`src/rtl/imem_loader.sv`:
```
// Instruction-memory boot loader: parses a length-prefixed, XOR-checksummed byte
// stream into 32-bit little-endian words and writes them into instruction memory.
module imem_loader #(
  parameter logic [31:0] BASE_ADDR = 32'h0000_0000,
  parameter int unsigned MAX_WORDS = 256
) (
  input  logic        clk_in,
  input  logic        reset,
  input  logic        start,
  input  logic        rx_valid,
  input  logic [7:0]  rx_data,
  output logic        rx_ready,
  output logic        mem_we,
  output logic [31:0] mem_addr,
  output logic [31:0] mem_wdata,
  output logic        core_reset,
  output logic        busy,
  output logic        done,
  output logic        err
);

  localparam int unsigned CNT_W  = 16;
  localparam int unsigned ADDR_W = 32;

  typedef enum logic [2:0] {
    S_IDLE,
    S_LEN_LO,
    S_LEN_HI,
    S_DATA,
    S_WRITE,
    S_CSUM,
    S_DONE,
    S_ERR
  } state_e;

  state_e             state_q, state_d;
  logic [CNT_W-1:0]   count_q;
  logic [CNT_W-1:0]   word_idx_q;
  logic [1:0]         byte_idx_q;
  logic [7:0]         xor_q;
  logic [23:0]        word_q;
  logic               rx_ready_q;
  logic               mem_we_q;
  logic [ADDR_W-1:0]  mem_addr_q;
  logic [31:0]        mem_wdata_q;
  logic               core_reset_q;
  logic               busy_q;
  logic               done_q;
  logic               err_q;

  logic               accept_c;
  logic [CNT_W-1:0]   count_full_c;
  logic               last_word_c;

  // rx_ready_q mirrors the current state, so it is the live handshake term
  assign accept_c     = rx_valid & rx_ready_q;
  assign count_full_c = {rx_data, count_q[7:0]};
  assign last_word_c  = (word_idx_q + CNT_W'(1)) == count_q;

  // Next-state logic
  always_comb begin
    state_d = state_q;
    unique case (state_q)
      S_IDLE, S_DONE, S_ERR: begin
        if (start) state_d = S_LEN_LO;
      end
      S_LEN_LO: begin
        if (accept_c) state_d = S_LEN_HI;
      end
      S_LEN_HI: begin
        if (accept_c) begin
          if (32'(count_full_c) > 32'(MAX_WORDS)) state_d = S_ERR;
          else if (count_full_c == '0)            state_d = S_CSUM;
          else                                    state_d = S_DATA;
        end
      end
      S_DATA: begin
        if (accept_c && (byte_idx_q == 2'd3)) state_d = S_WRITE;
      end
      S_WRITE: begin
        state_d = last_word_c ? S_CSUM : S_DATA;
      end
      S_CSUM: begin
        if (accept_c) state_d = (rx_data == xor_q) ? S_DONE : S_ERR;
      end
      default: state_d = S_IDLE;
    endcase
  end

  // State, datapath and registered outputs (outputs decode the next state)
  always_ff @(posedge clk_in or posedge reset) begin
    if (reset) begin
      state_q      <= S_IDLE;
      count_q      <= '0;
      word_idx_q   <= '0;
      byte_idx_q   <= '0;
      xor_q        <= '0;
      word_q       <= '0;
      rx_ready_q   <= 1'b0;
      mem_we_q     <= 1'b0;
      mem_addr_q   <= BASE_ADDR;
      mem_wdata_q  <= '0;
      core_reset_q <= 1'b1;
      busy_q       <= 1'b0;
      done_q       <= 1'b0;
      err_q        <= 1'b0;
    end else begin
      state_q      <= state_d;
      rx_ready_q   <= (state_d == S_LEN_LO) || (state_d == S_LEN_HI) ||
                      (state_d == S_DATA)   || (state_d == S_CSUM);
      busy_q       <= (state_d == S_LEN_LO) || (state_d == S_LEN_HI) ||
                      (state_d == S_DATA)   || (state_d == S_WRITE)  ||
                      (state_d == S_CSUM);
      mem_we_q     <= (state_d == S_WRITE);
      done_q       <= (state_d == S_DONE);
      err_q        <= (state_d == S_ERR);
      core_reset_q <= (state_d != S_DONE);

      unique case (state_q)
        S_IDLE, S_DONE, S_ERR: begin
          if (start) begin
            count_q    <= '0;
            word_idx_q <= '0;
            byte_idx_q <= '0;
            xor_q      <= '0;
          end
        end
        S_LEN_LO: begin
          if (accept_c) count_q[7:0] <= rx_data;
        end
        S_LEN_HI: begin
          if (accept_c) count_q[15:8] <= rx_data;
        end
        S_DATA: begin
          if (accept_c) begin
            xor_q      <= xor_q ^ rx_data;
            byte_idx_q <= byte_idx_q + 2'd1;
            word_q     <= {rx_data, word_q[23:8]};
            // Bytes arrive LSB first; the fourth byte completes the word
            if (byte_idx_q == 2'd3) begin
              mem_wdata_q <= {rx_data, word_q};
              mem_addr_q  <= BASE_ADDR + {14'd0, word_idx_q, 2'b00};
            end
          end
        end
        S_WRITE: begin
          word_idx_q <= word_idx_q + CNT_W'(1);
        end
        default: ;
      endcase
    end
  end

  assign rx_ready   = rx_ready_q;
  assign mem_we     = mem_we_q;
  assign mem_addr   = mem_addr_q;
  assign mem_wdata  = mem_wdata_q;
  assign core_reset = core_reset_q;
  assign busy       = busy_q;
  assign done       = done_q;
  assign err        = err_q;

endmodule

```
`config.mk`:
```
export PLATFORM = sky130hd
export DESIGN_NAME = imem_loader
export DESIGN_NICKNAME = d
export VERILOG_FILES = /design/src/rtl/imem_loader.sv
export SDC_FILE = /design/constraint.sdc
export NUM_CORES = 1
export LEC_CHECK = 0
export ABC_AREA = 1
export CORE_ASPECT_RATIO = 0.75
export CORE_MARGIN = 10
export CORE_UTILIZATION = 30
export CTS_CLUSTER_SIZE = 12
export DETAILED_ROUTE_END_ITERATION = 10
export PLACE_DENSITY = 0.56
export SLEW_MARGIN = 20
export SYNTH_ARGS = -nofsm -noshare
export SYNTH_HDL_FRONTEND = slang
export SYNTH_SLANG_ARGS = --single-unit
```
`constraint.sdc`:
```
create_clock -name clk_in -period 7.1 [get_ports clk_in]
set_clock_uncertainty 0.05 [all_clocks]
set_input_delay 2.13 -clock clk_in [delete_from_list [all_inputs] [get_ports clk_in]]
set_output_delay 2.13 -clock clk_in [all_outputs]
set_load 0.005 [all_outputs]
```
==> reports/results.txt <==
Max-Cap Viols: 0
R2R Setup Slk: 3860 ps
Critical R2R Capture: rx_ready
hold_sp: mem_wdata[27]
final hold vios: 0
nets: 771
Antenna Nets Post-Route: 0
row cnt: 43
status: completed
crit path launch type: primary input
Routed met3 length: 985 µm
DP Worst Slack: 1760 ps
diode count: 0
Port Buf Inserts: 65
Final Max Slew Viols: 0
initial detailed-routing violation count: 447
crit-path max FO: 62
met2 wire len: 6280 µm
CP startpoint: rx_valid
total track usage: 12.4%
CTS tree: done
Seq cells post-synth: 123
Critical Path RT: 7410 ps
CP Capture Type: register
Post-Route WL: 15400 µm
Reg clk slew, reported paths: 60 ps
Tightest Hold Check Type: register to register
fin util: 38.3%
Mapped Cells: 691
Reg-to-Reg Start: rx_ready
Register Area: 3080 µm²
clock buffer depth: 2
Yosys cell types: 28
top post-synthesis cells by area: dfrtp_1 53%, nand2_1 13%, o21ai_0 8.1%
via count of the first global-routing pass: 4603
post-cts sizing count: 0
CP most frequent cell: nand2_2
Synth top area share: 53.4%
clock latency on the worst-skew pair: 420 ps
critical path class: primary input to register
via count: 4717
Max-slew headroom: 36.6%
# IOs: 82
post-CTS setup buffer count: 0
die height: 140 µm
RSZ-0062 raised after global routing: no
setup TNS: 0 ps
Detailed Place HPWL: 11200 µm
global route overflow: 0
Metal-1 WL: 7930 µm
Avg Cell Area, Syn: 8.28 µm²
commonest non-fill, non-tap cell in the layout: nand2_1
Lkg Pwr: 3.32 nW
Filler cells: 1930
first-pass GRT wire length: 25400 µm
WHS Endpoint: mem_wdata[27]
routed len/inst: 15.1 µm
Initial Util: 30.7%
uppermost routed layer: met4
Warnings, synthesis: 0
final routed DRC violation total: 0
share of layout cells above drive strength 1: 7.53%
Seq/Total Area, Yosys: 53.8%
Hold Path Depth: 2
Synth area leader: dfrtp_1
setup ws final: 2170 ps
RePlAce Congestion: 0.862
CP peak stage delay: 710 ps
Die W: 179 µm
Peak Freq: 203 MHz
largest net degree at the start of global routing: 65
final period demand of the worst path: 4930 ps
initial antenna violation count: 0
Worst-Margin Slew: 948 ps
synthesized cell area: 5720 µm²
first drt pass iteration count: 5
fin crit share: 69.5%
PD cells: 357 nW/µm²
multi-input logic area: 2200 µm²
critical path arrival: 5240 ps
core area: 18600 µm²
hold_buf cts: 0
most frequent cells in the layout: 196 x nand2_1, 122 x dfrtp_1, 93 x o21ai_0, 74 x inv_1, 74 x nand3_1
area grow syn2layout: 24.8%
Max VDD drop: 0.000147 V
Via density: 4.64
slowest CP cell: nand2_2
clock sink total: 123
setup violation total in the final timing report: 0
CTS Buf Count: 17
R2R depth: 11
H-Tree Level Count: 4
DIE AREA: 25000 µm²
Root Buffer: clkbuf_16
crit-path cells: clkdlybuf4s50_1 -> nand2_1 -> inv_1 -> nand2_2 -> clkinv_1 -> nand2_2 -> o21ai_0 -> a31oi_1 -> nand3_2 -> nand2_2 -> nand2_1 -> inv_1
[power breakdown]
part,switching (mW),internal [mW]
combinational,0.438,0.278
clock,0.328,0.490
sequential,0.125,0.891
[how the worst max path moves through the flow]
stage,end,slack [ps],depth (start not counted)
final,rx_ready,2170,12
after global routing,rx_ready,1700,12
after CTS,rx_ready,2160,12
after detailed placement,rx_ready,1760,12
after global placement,busy,1810,12
after floorplan,busy,1650,1
[flip-flops by register name, summed over array words and instances, names as in the netlist, 2 cells and up]
| name | flops |
|---|---|
| mem_wdata | 32 |
| word_q | 24 |
| count_q | 16 |
| mem_addr | 16 |
| word_idx_q | 16 |
| xor_q | 8 |
| state_q | 3 |
| byte_idx_q | 2 |
[per-stage QoR]
stage | cells | hold slack [ps] | power [mW] | area, µm²
final | 1017 | 428 | 2.55 | 7140
after global routing | 1017 | 451 | 2.74 | 7140
after CTS | 1017 | 434 | 2.57 | 7130
after detailed placement | 985 | 418 | 1.74 | 6570
after global placement | 985 | 416 | 1.74 | 6570
after floorplan | 706 | 392 | 1.47 | 5780
[routing by layer]
layer	GRT usage, %	up-vias
li1	-	2343
met1	18.2	2224
met2	17.4	137
met3	3.16	13
met4	3.82	0
met5	0	-
[final cells by class]
cell class | count | area share, %
sequential | 123 | 43.1
clock inverter | 14 | 1.74
inverter | 81 | 4.31
timing repair buffer | 69 | 9.54
tap | 247 | 4.33
clock buffer | 18 | 6.15
multi-input combinational | 465 | 30.8
[cells by family after synthesis]
family                     Yosys count  synth area share [%]
AOI/OAI and AO/OA                  107                  9.65
xor gates and xnor gates            11                  1.92
adders and majority gates            2                 0.437
buffers and inverters              118                  8.86
DFF                                123                  53.8
other                                1                0.0656
and+or+nand+nor                    329                  25.2
[synth_stat cells]
master    instances
o22ai_1          12
a31oi_1           1
clkinv_2          1
nor3_1            4
nand3_2           3
dfrtp_1         122
nor2_4            4
clkbuf_1         19
a21oi_1           1
xnor2_1           3
inv_2             2
nor4_1            2
nor2_2            4
dfstp_2           1
buf_4            16
conb_1            1
ha_1              2
nand2_1         197
nand4_1          15
nor2_1           22
nand3_1          74
xnor3_1           1
xor2_1            7
buf_2             2
o21ai_0          93
nand2_2           4
inv_1            75
clkinv_1          3
[worst max-delay path, delay by kind of cell]
family	cells	cell delay [ps]
AOI/OAI and AO/OA	2	440
buffers and inverters	4	1050
and+or+nand+nor	6	1610
(Power assumes the default switching activity.)
